### src/rtl/vga_timing_gen_if.sv
// Timing bundle produced by vga_timing_gen and consumed by the text/colour stages.
interface vga_timing_gen_if;
  logic       p_tick;
  logic [9:0] pixel_x;
  logic [9:0] pixel_y;
  logic       video_on;
  logic       hsync;
  logic       vsync;
  logic       h_end;
  logic       v_end;
  logic       frame_start;

  modport master (
    output p_tick, pixel_x, pixel_y, video_on, hsync, vsync, h_end, v_end, frame_start
  );

  modport slave (
    input p_tick, pixel_x, pixel_y, video_on, hsync, vsync, h_end, v_end, frame_start
  );
endinterface

### src/rtl/vga_timing_gen.sv
// Parameterised VGA timing generator: pixel-tick divider, x/y counters,
// registered active-low syncs aligned with the counters, and frame markers.
module vga_timing_gen #(
  parameter int H_DISPLAY = 640,
  parameter int H_FRONT   = 16,
  parameter int H_SYNC    = 96,
  parameter int H_BACK    = 48,
  parameter int V_DISPLAY = 480,
  parameter int V_FRONT   = 10,
  parameter int V_SYNC    = 2,
  parameter int V_BACK    = 33,
  parameter int TICK_DIV  = 2
) (
  input  logic             clk,
  input  logic             reset,
  vga_timing_gen_if.master vga
);

  localparam int H_TOTAL = H_DISPLAY + H_FRONT + H_SYNC + H_BACK;
  localparam int V_TOTAL = V_DISPLAY + V_FRONT + V_SYNC + V_BACK;
  localparam int DIV_W   = $clog2(TICK_DIV);

  localparam logic [DIV_W-1:0] DIV_LAST = DIV_W'(TICK_DIV - 1);
  localparam logic [9:0] H_LAST   = 10'(H_TOTAL - 1);
  localparam logic [9:0] V_LAST   = 10'(V_TOTAL - 1);
  localparam logic [9:0] H_VIS    = 10'(H_DISPLAY);
  localparam logic [9:0] V_VIS    = 10'(V_DISPLAY);
  localparam logic [9:0] HS_FIRST = 10'(H_DISPLAY + H_FRONT);
  localparam logic [9:0] HS_LAST  = 10'(H_DISPLAY + H_FRONT + H_SYNC - 1);
  localparam logic [9:0] VS_FIRST = 10'(V_DISPLAY + V_FRONT);
  localparam logic [9:0] VS_LAST  = 10'(V_DISPLAY + V_FRONT + V_SYNC - 1);

  if (H_TOTAL > 1024 || V_TOTAL > 1024 || TICK_DIV < 2) begin : g_param_check
    $error("vga_timing_gen: totals must fit 10-bit counters and TICK_DIV must be >= 2");
  end

  logic [DIV_W-1:0] div_cnt;
  logic             p_tick_q;
  logic [9:0]       x_q, y_q;
  logic [9:0]       x_n, y_n;
  logic             hsync_q, vsync_q;
  logic             frame_start_q;
  logic             h_end, v_end;

  assign h_end = (x_q == H_LAST);
  assign v_end = (y_q == V_LAST);

  // Next counter values; the sync registers decode these so they never lag x/y.
  always_comb begin
    // NOTE: every output gets a default first so no path leaves it unassigned (no latch).
    x_n = x_q;
    y_n = y_q;
    if (p_tick_q) begin
      if (h_end) begin
        x_n = '0;
        y_n = v_end ? '0 : y_q + 10'd1;
      end else begin
        x_n = x_q + 10'd1;
      end
    end
  end

  always_ff @(posedge clk or posedge reset) begin
    // NOTE: sequential state uses non-blocking assignments so all registers update together.
    if (reset) begin
      div_cnt       <= '0;
      p_tick_q      <= 1'b0;
      x_q           <= '0;
      y_q           <= '0;
      hsync_q       <= 1'b1;
      vsync_q       <= 1'b1;
      frame_start_q <= 1'b0;
    end else begin
      div_cnt       <= (div_cnt == DIV_LAST) ? '0 : div_cnt + 1'b1;
      p_tick_q      <= (div_cnt == DIV_LAST);
      x_q           <= x_n;
      y_q           <= y_n;
      hsync_q       <= !((x_n >= HS_FIRST) && (x_n <= HS_LAST));
      vsync_q       <= !((y_n >= VS_FIRST) && (y_n <= VS_LAST));
      frame_start_q <= p_tick_q && h_end && v_end;
    end
  end

  assign vga.p_tick      = p_tick_q;
  assign vga.pixel_x     = x_q;
  assign vga.pixel_y     = y_q;
  assign vga.video_on    = (x_q < H_VIS) && (y_q < V_VIS);
  assign vga.hsync       = hsync_q;
  assign vga.vsync       = vsync_q;
  assign vga.h_end       = h_end;
  assign vga.v_end       = v_end;
  assign vga.frame_start = frame_start_q;

endmodule

### src/flat_wrapper.sv
// flat-port wrapper written by rule: the top's interface ports become plain ports
module vga_timing_gen_flat 
#(
  parameter int H_DISPLAY = 640,
  parameter int H_FRONT   = 16,
  parameter int H_SYNC    = 96,
  parameter int H_BACK    = 48,
  parameter int V_DISPLAY = 480,
  parameter int V_FRONT   = 10,
  parameter int V_SYNC    = 2,
  parameter int V_BACK    = 33,
  parameter int TICK_DIV  = 2
)
  (clk, reset, vga_p_tick, vga_pixel_x, vga_pixel_y, vga_video_on, vga_hsync, vga_vsync, vga_h_end, vga_v_end, vga_frame_start);
  vga_timing_gen_if vga_i ();
  input  logic clk;
  input  logic reset;
  output wire logic [$bits(vga_i.p_tick)-1:0] vga_p_tick;
  output wire logic [$bits(vga_i.pixel_x)-1:0] vga_pixel_x;
  output wire logic [$bits(vga_i.pixel_y)-1:0] vga_pixel_y;
  output wire logic [$bits(vga_i.video_on)-1:0] vga_video_on;
  output wire logic [$bits(vga_i.hsync)-1:0] vga_hsync;
  output wire logic [$bits(vga_i.vsync)-1:0] vga_vsync;
  output wire logic [$bits(vga_i.h_end)-1:0] vga_h_end;
  output wire logic [$bits(vga_i.v_end)-1:0] vga_v_end;
  output wire logic [$bits(vga_i.frame_start)-1:0] vga_frame_start;
  assign vga_p_tick = vga_i.p_tick;
  assign vga_pixel_x = vga_i.pixel_x;
  assign vga_pixel_y = vga_i.pixel_y;
  assign vga_video_on = vga_i.video_on;
  assign vga_hsync = vga_i.hsync;
  assign vga_vsync = vga_i.vsync;
  assign vga_h_end = vga_i.h_end;
  assign vga_v_end = vga_i.v_end;
  assign vga_frame_start = vga_i.frame_start;
  vga_timing_gen #(.H_DISPLAY(H_DISPLAY), .H_FRONT(H_FRONT), .H_SYNC(H_SYNC), .H_BACK(H_BACK), .V_DISPLAY(V_DISPLAY), .V_FRONT(V_FRONT), .V_SYNC(V_SYNC), .V_BACK(V_BACK), .TICK_DIV(TICK_DIV)) u_core (.clk(clk), .reset(reset), .vga(vga_i));
endmodule
### config.mk
export PLATFORM = sky130hd
export DESIGN_NAME = vga_timing_gen_flat
export DESIGN_NICKNAME = d
export VERILOG_FILES = /design/src/rtl/vga_timing_gen_if.sv /design/src/rtl/vga_timing_gen.sv /design/src/flat_wrapper.sv
export SDC_FILE = /design/constraint.sdc
export NUM_CORES = 1
export LEC_CHECK = 0
export ABC_CLOCK_PERIOD_IN_PS = 4550
export CAP_MARGIN = 15
export CORE_MARGIN = 1
export CORE_UTILIZATION = 50
export CTS_CLUSTER_SIZE = 20
export DETAILED_ROUTE_END_ITERATION = 10
export DONT_BUFFER_PORTS = 1
export GPL_TIMING_DRIVEN = 1
export SETUP_SLACK_MARGIN = 0.3
export SLEW_MARGIN = 20
export SYNTH_ARGS = -nofsm -noshare
export SYNTH_HDL_FRONTEND = slang
export SYNTH_SLANG_ARGS = --single-unit
### constraint.sdc
create_clock -name clk -period 4.55 [get_ports clk]
set_input_delay 0.6825 -clock clk [delete_from_list [all_inputs] [get_ports clk]]
set_output_delay 0.6825 -clock clk [all_outputs]
set_load 0.01 [all_outputs]
Yosys cells after proc, flatten, opt, wreduce, memory -nomap -nowiden
Index checks and enable logic that the tools add are counted.
Widths: inputs -> output; s select.
{ "classes": {"addsub": 3, "muxes": 6, "n_reduce_logical": 7, "n_lt_le_gt_ge": 6, "eq_ne": 2} }
{ "ops": {"columns": ["cell", "n"], "rows": [
  ["$mux 10", 5],
  ["$add 10x1->10 const B", 2],
  ["$eq 10x10->1 const B", 2],
  ["$ge 10x10->1 const B", 1],
  ["$ge 10x9->1 const B", 1],
  ["$le 10x10->1 const B", 1],
  ["$le 10x9->1 const B", 1],
  ["$lt 10x10->1 const B", 1],
  ["$lt 10x9->1 const B", 1],
  ["$logic_and 1x1->1", 5],
  ["$logic_not 1->1", 2],
  ["$add 1x1->1 const B", 1],
  ["$mux 1", 1]
]} }
{ "totals": {"in_bits": 2, "elab_cells": 31, "out_inout_bits": 27, "reg_bits": 25} }

Longest topological paths before layout
{ "depth": {"word_depth": 7, "ltp_mapped": 7} }

Least setup slack after synthesis
No wires, ideal clock.
{ "synth_path": {"path_kind": "register to register", "from": "register u_core.x_q[0] (netlist: u_core.vga.pixel_x[0])", "to": "register u_core.vsync_q (netlist: u_core.vga.vsync)", "t_arrival_ps": 2200, "path_slack_ps": 2261, "stages_incl_launch_ff": 8, "period_less_slack_ps": 2289, "path_buffers": 1, "path_cell_list": "dfrtp_1 -> ha_1 -> nand4_1 -> or4_1 -> buf_2 -> or4_4 -> a211oi_2 -> nand4_1"} }
{ "synth_between": {"elab_chain_cells": 6} }
{ "synth_rtl": {"columns": ["item", "line_no", "source"], "rows": [
  ["from (decl)", "vga_timing_gen.sv:39", "logic [9:0] x_q, y_q;"],
  ["from (signal assigned)", "vga_timing_gen.sv:76", "x_q <= x_n;"],
  ["$eq 10x10->1 *", "vga_timing_gen.sv:45", "assign h_end = (x_q == H_LAST);"],
  ["$mux 10 *", "vga_timing_gen.sv:54", "if (h_end) begin"],
  ["$mux 10 *", "vga_timing_gen.sv:53", "if (p_tick_q) begin"],
  ["$ge 10x9->1 or $le 10x9->1 (tied branches)", "vga_timing_gen.sv:79", "vsync_q <= !((y_n >= VS_FIRST) && (y_n <= VS_LAST));"],
  ["$logic_and 1x1->1 *", "vga_timing_gen.sv:79", null],
  ["$logic_not 1->1 *", "vga_timing_gen.sv:79", null],
  ["to (signal assigned)", "vga_timing_gen.sv:79", null],
  ["to (decl)", "vga_timing_gen.sv:41", "logic hsync_q, vsync_q;"]
]} }
Every way passes the cells marked *; elsewhere a longest branch is shown, timed or not.

Final worst setup path
{ "layout_path": {"from": "register u_core.y_q[5] (netlist: u_core.vga.pixel_y[5])", "to": "output vga_v_end"} }
{ "layout_between": {"elab_chain_cells": 1} }
{ "layout_rtl": {"columns": ["item", "line_no", "source"], "rows": [
  ["from (decl)", "vga_timing_gen.sv:39", null],
  ["from (signal assigned)", "vga_timing_gen.sv:77", "y_q <= y_n;"],
  ["$eq 10x10->1", "vga_timing_gen.sv:46", "assign v_end = (y_q == V_LAST);"],
  ["to (decl)", "flat_wrapper.sv:25", "output wire logic [$bits(vga_i.v_end)-1:0] vga_v_end;"]
]} }
No other way between the ends.

==> flow_summary.yaml <==
placed_design:
  dp_hpwl_um: 2070
  port_buffers: 0
  globalplace.congestion: 0.794
  dpl_worst_slack_ps: 2030
route:
  wl_per_cell_um: 16.1
  first_pass_iters: 3
  drt-initial-drc-count: 13
  via_per_inst: 6.13
  drtAntennaViolNets: 0
  via_count: 1097
  drc: 0
  wirelength_um: 2890
outcome:
  outcome: "completed"
power:
  p_int_uw: 256
  power_frac_clock: 0.306
  p_comb_frac: 0.013
  p_sw_uw: 70.3
  ir_drop_mv: 0.177
  power_frac_seq: 0.682
  p_sw_frac: 0.215
  p_leak_uw: 0.000594
  p_per_area_nw_per_um2: 228
logic_synthesis:
  synth_seq_cells: 25
  post-synth-top-area-cell: "dfrtp_1"
  synth_top_area_share: 0.417
  synth-simple-area-share: 0.270
  synth.area.top_cells: "dfrtp_1 (42%), nand2_1 (5.2%), nand4_1 (4.5%)"
  synth_edf_count: 0
  yosys_warnings: 0
  avgSynthCellArea_um2: 9.13
  seq_area_frac_synth: 0.456
  synth_cell_types: 41
  yosys.area_share.adder: 0.0272
  synth_top_family_by_area: "simple AND/OR/NAND/NOR gates"
  syn_inst: 151
  synthFlopType: "dfrtp_1"
  async_flop_share: 1.00
  muxShareOfSynthArea: 0.00817
  synth_compound_area_frac: 0.143
  synth_area_um2: 1380
  synth_xor_area_frac: 0.0508
  synthesis.nets: 156
sta:
  period_minus_slack_ps: 2730
  tightestPinTransition_ps: 1000
  tns_ps: 0
  holdWs_ps: 398
  clock_skew_ps: 16.1
  maxSlewViolCount: 0
  slew_headroom: 0.326
  fmax_mhz: 366
  finalSetupViolCount: 0
  fin_crit_sh: 0.601
  finalWorstSetupSlack_ps: 1820
  rsz0062_at_grt: "false"
  hold_violations: 0
final_layout:
  multi_input_area_um2: 694
  final_common_cell: "dfrtp_1"
  seq_area_um2: 628
  antenna_cells: 0
  layout_common_cells: "dfrtp_1 (23), nand2_1 (19), o21ai_0 (12)"
  utilization: 0.562
  syn2layout_area_growth_pct: 3.81
  drive_above_1_share: 0.0940
  nFillCells: 247
  nNetsFinal: 155
global_route:
  grt_max_degree: 26
  grt.total_usage: 0.228
  grt-ovfl-total: 0
  antenna_found_initial: 0
  grt_first_pass_wirelength_um: 4790
  grt_pass1_vias: 1070
worst_setup_path:
  start_kind: "flip-flop"
  cp_max_fo: 11
  cp.arrival_ps: 2050
  critical_path_class: "reg -> out"
  cp.required_ps: 3870
  endpoint_kind: "output port"
clock_network:
  path_clk_slew_ps: 150
  cts-root-buf: "clkbuf_4"
  cts_resized: 0
  clkLatencyLatePin_ps: 320
  postCtsHoldBufs: 0
  clock_sinks: 25
  tritoncts: "built"
  post_cts_buffers: 0
  cts_buffer_depth: 2
  numCtsBuffers: 3
  cts_max_level: 1
floorplan:
  die_x_um: 54.5
  io_pins: 29
  die_y_um: 54.5
  dieArea_um2: 2970
  core_area_um2: 2540
  rows: 18
  initial_core_util: 0.542
hold_path:
  holdCritPathClass: "reg -> reg"
run:
  max-cap-violations: 0
power by group through the flow:
stage	logic [µW]	registers [µW]	clock network [µW]
global placement	4.41	226	0
CTS	4.57	222	105
floorplan	3.29	226	0
detailed placement	4.55	226	0
global route	5.21	222	116
finish	4.12	222	99.7
metrics by stage:
step | total power (µW) | instance area [µm²] | cells
2_1_floorplan | 230 | 1380 | 151
3_3_place_gp | 231 | 1400 | 175
3_5_place_dp | 231 | 1400 | 175
4_1_cts | 332 | 1430 | 179
5_1_grt | 343 | 1430 | 179
6_report | 326 | 1430 | 179
final timing paths:
check	from	to	slack, ps	depth (start not counted)
max	u_core.vga.pixel_y[5]	vga_v_end	1820	2
min	u_core.div_cnt	u_core.vga.p_tick	400	0
max reg2reg	u_core.vga.pixel_x[0]	u_core.vga.vsync	2030	6
min reg2reg	u_core.div_cnt	u_core.vga.p_tick	400	0
max in group asynchronous	reset	u_core.vga.pixel_x[4]	3540	1
min in group asynchronous	reset	u_core.vga.pixel_x[5]	440	1
worst max-delay path, cell delays in order, from the launching register on:
cell     delay, ps
dfrtp_1        560
or3_1          410
nor4_2         760
synthesized netlist by cell type (2+ instances only):
| library cell | instances |
|---|---|
| dfrtp_1 | 23 |
| nand2_1 | 19 |
| o21ai_0 | 12 |
| nand4_1 | 10 |
| inv_1 | 9 |
| nor2_1 | 9 |
| nand3_1 | 6 |
| clkbuf_1 | 5 |
| nor3_1 | 5 |
| xnor2_1 | 5 |
| and3_1 | 3 |
| ha_1 | 3 |
| xor2_1 | 3 |
| a21o_1 | 2 |
| a21oi_1 | 2 |
| and2_1 | 2 |
| buf_2 | 2 |
| dfstp_2 | 2 |
| nand2b_1 | 2 |
| nor4_1 | 2 |
| o41ai_1 | 2 |
| or2_2 | 2 |
| or3_1 | 2 |
| or4_1 | 2 |
sequential cells by signal, summed over array words and instances (netlist names):
name,count
u_core.vga.vsync,1
u_core.vga.pixel_y,10
u_core.vga.p_tick,1
u_core.div_cnt,1
u_core.vga.frame_start,1
u_core.vga.hsync,1
u_core.vga.pixel_x,10
layer usage:
layer,GRT usage,part of all wire
met5,0,0
met4,0.103,0.010
met3,0.0500,0.049
met2,0.388,0.50
met1,0.273,0.44
layout make-up:
cell class	instances	area share
Multi-Input combinational cell	110	0.485
Clock buffer	3	0.0157
Timing Repair Buffer	1	0.00524
Inverter	9	0.0236
Tap cell	30	0.0262
Clock inverter	1	0.00524
Sequential cell	25	0.439
kinds of logic after synthesis:
family | after synthesis
and+or+nand+nor | 69
AOI/OAI and AO/OA | 29
DFF | 25
buffers and inverters | 16
xor gates and xnor gates | 8
adders and majority gates | 3
muxes | 1
No activity file was read; power rests on OpenSTA's default activity.
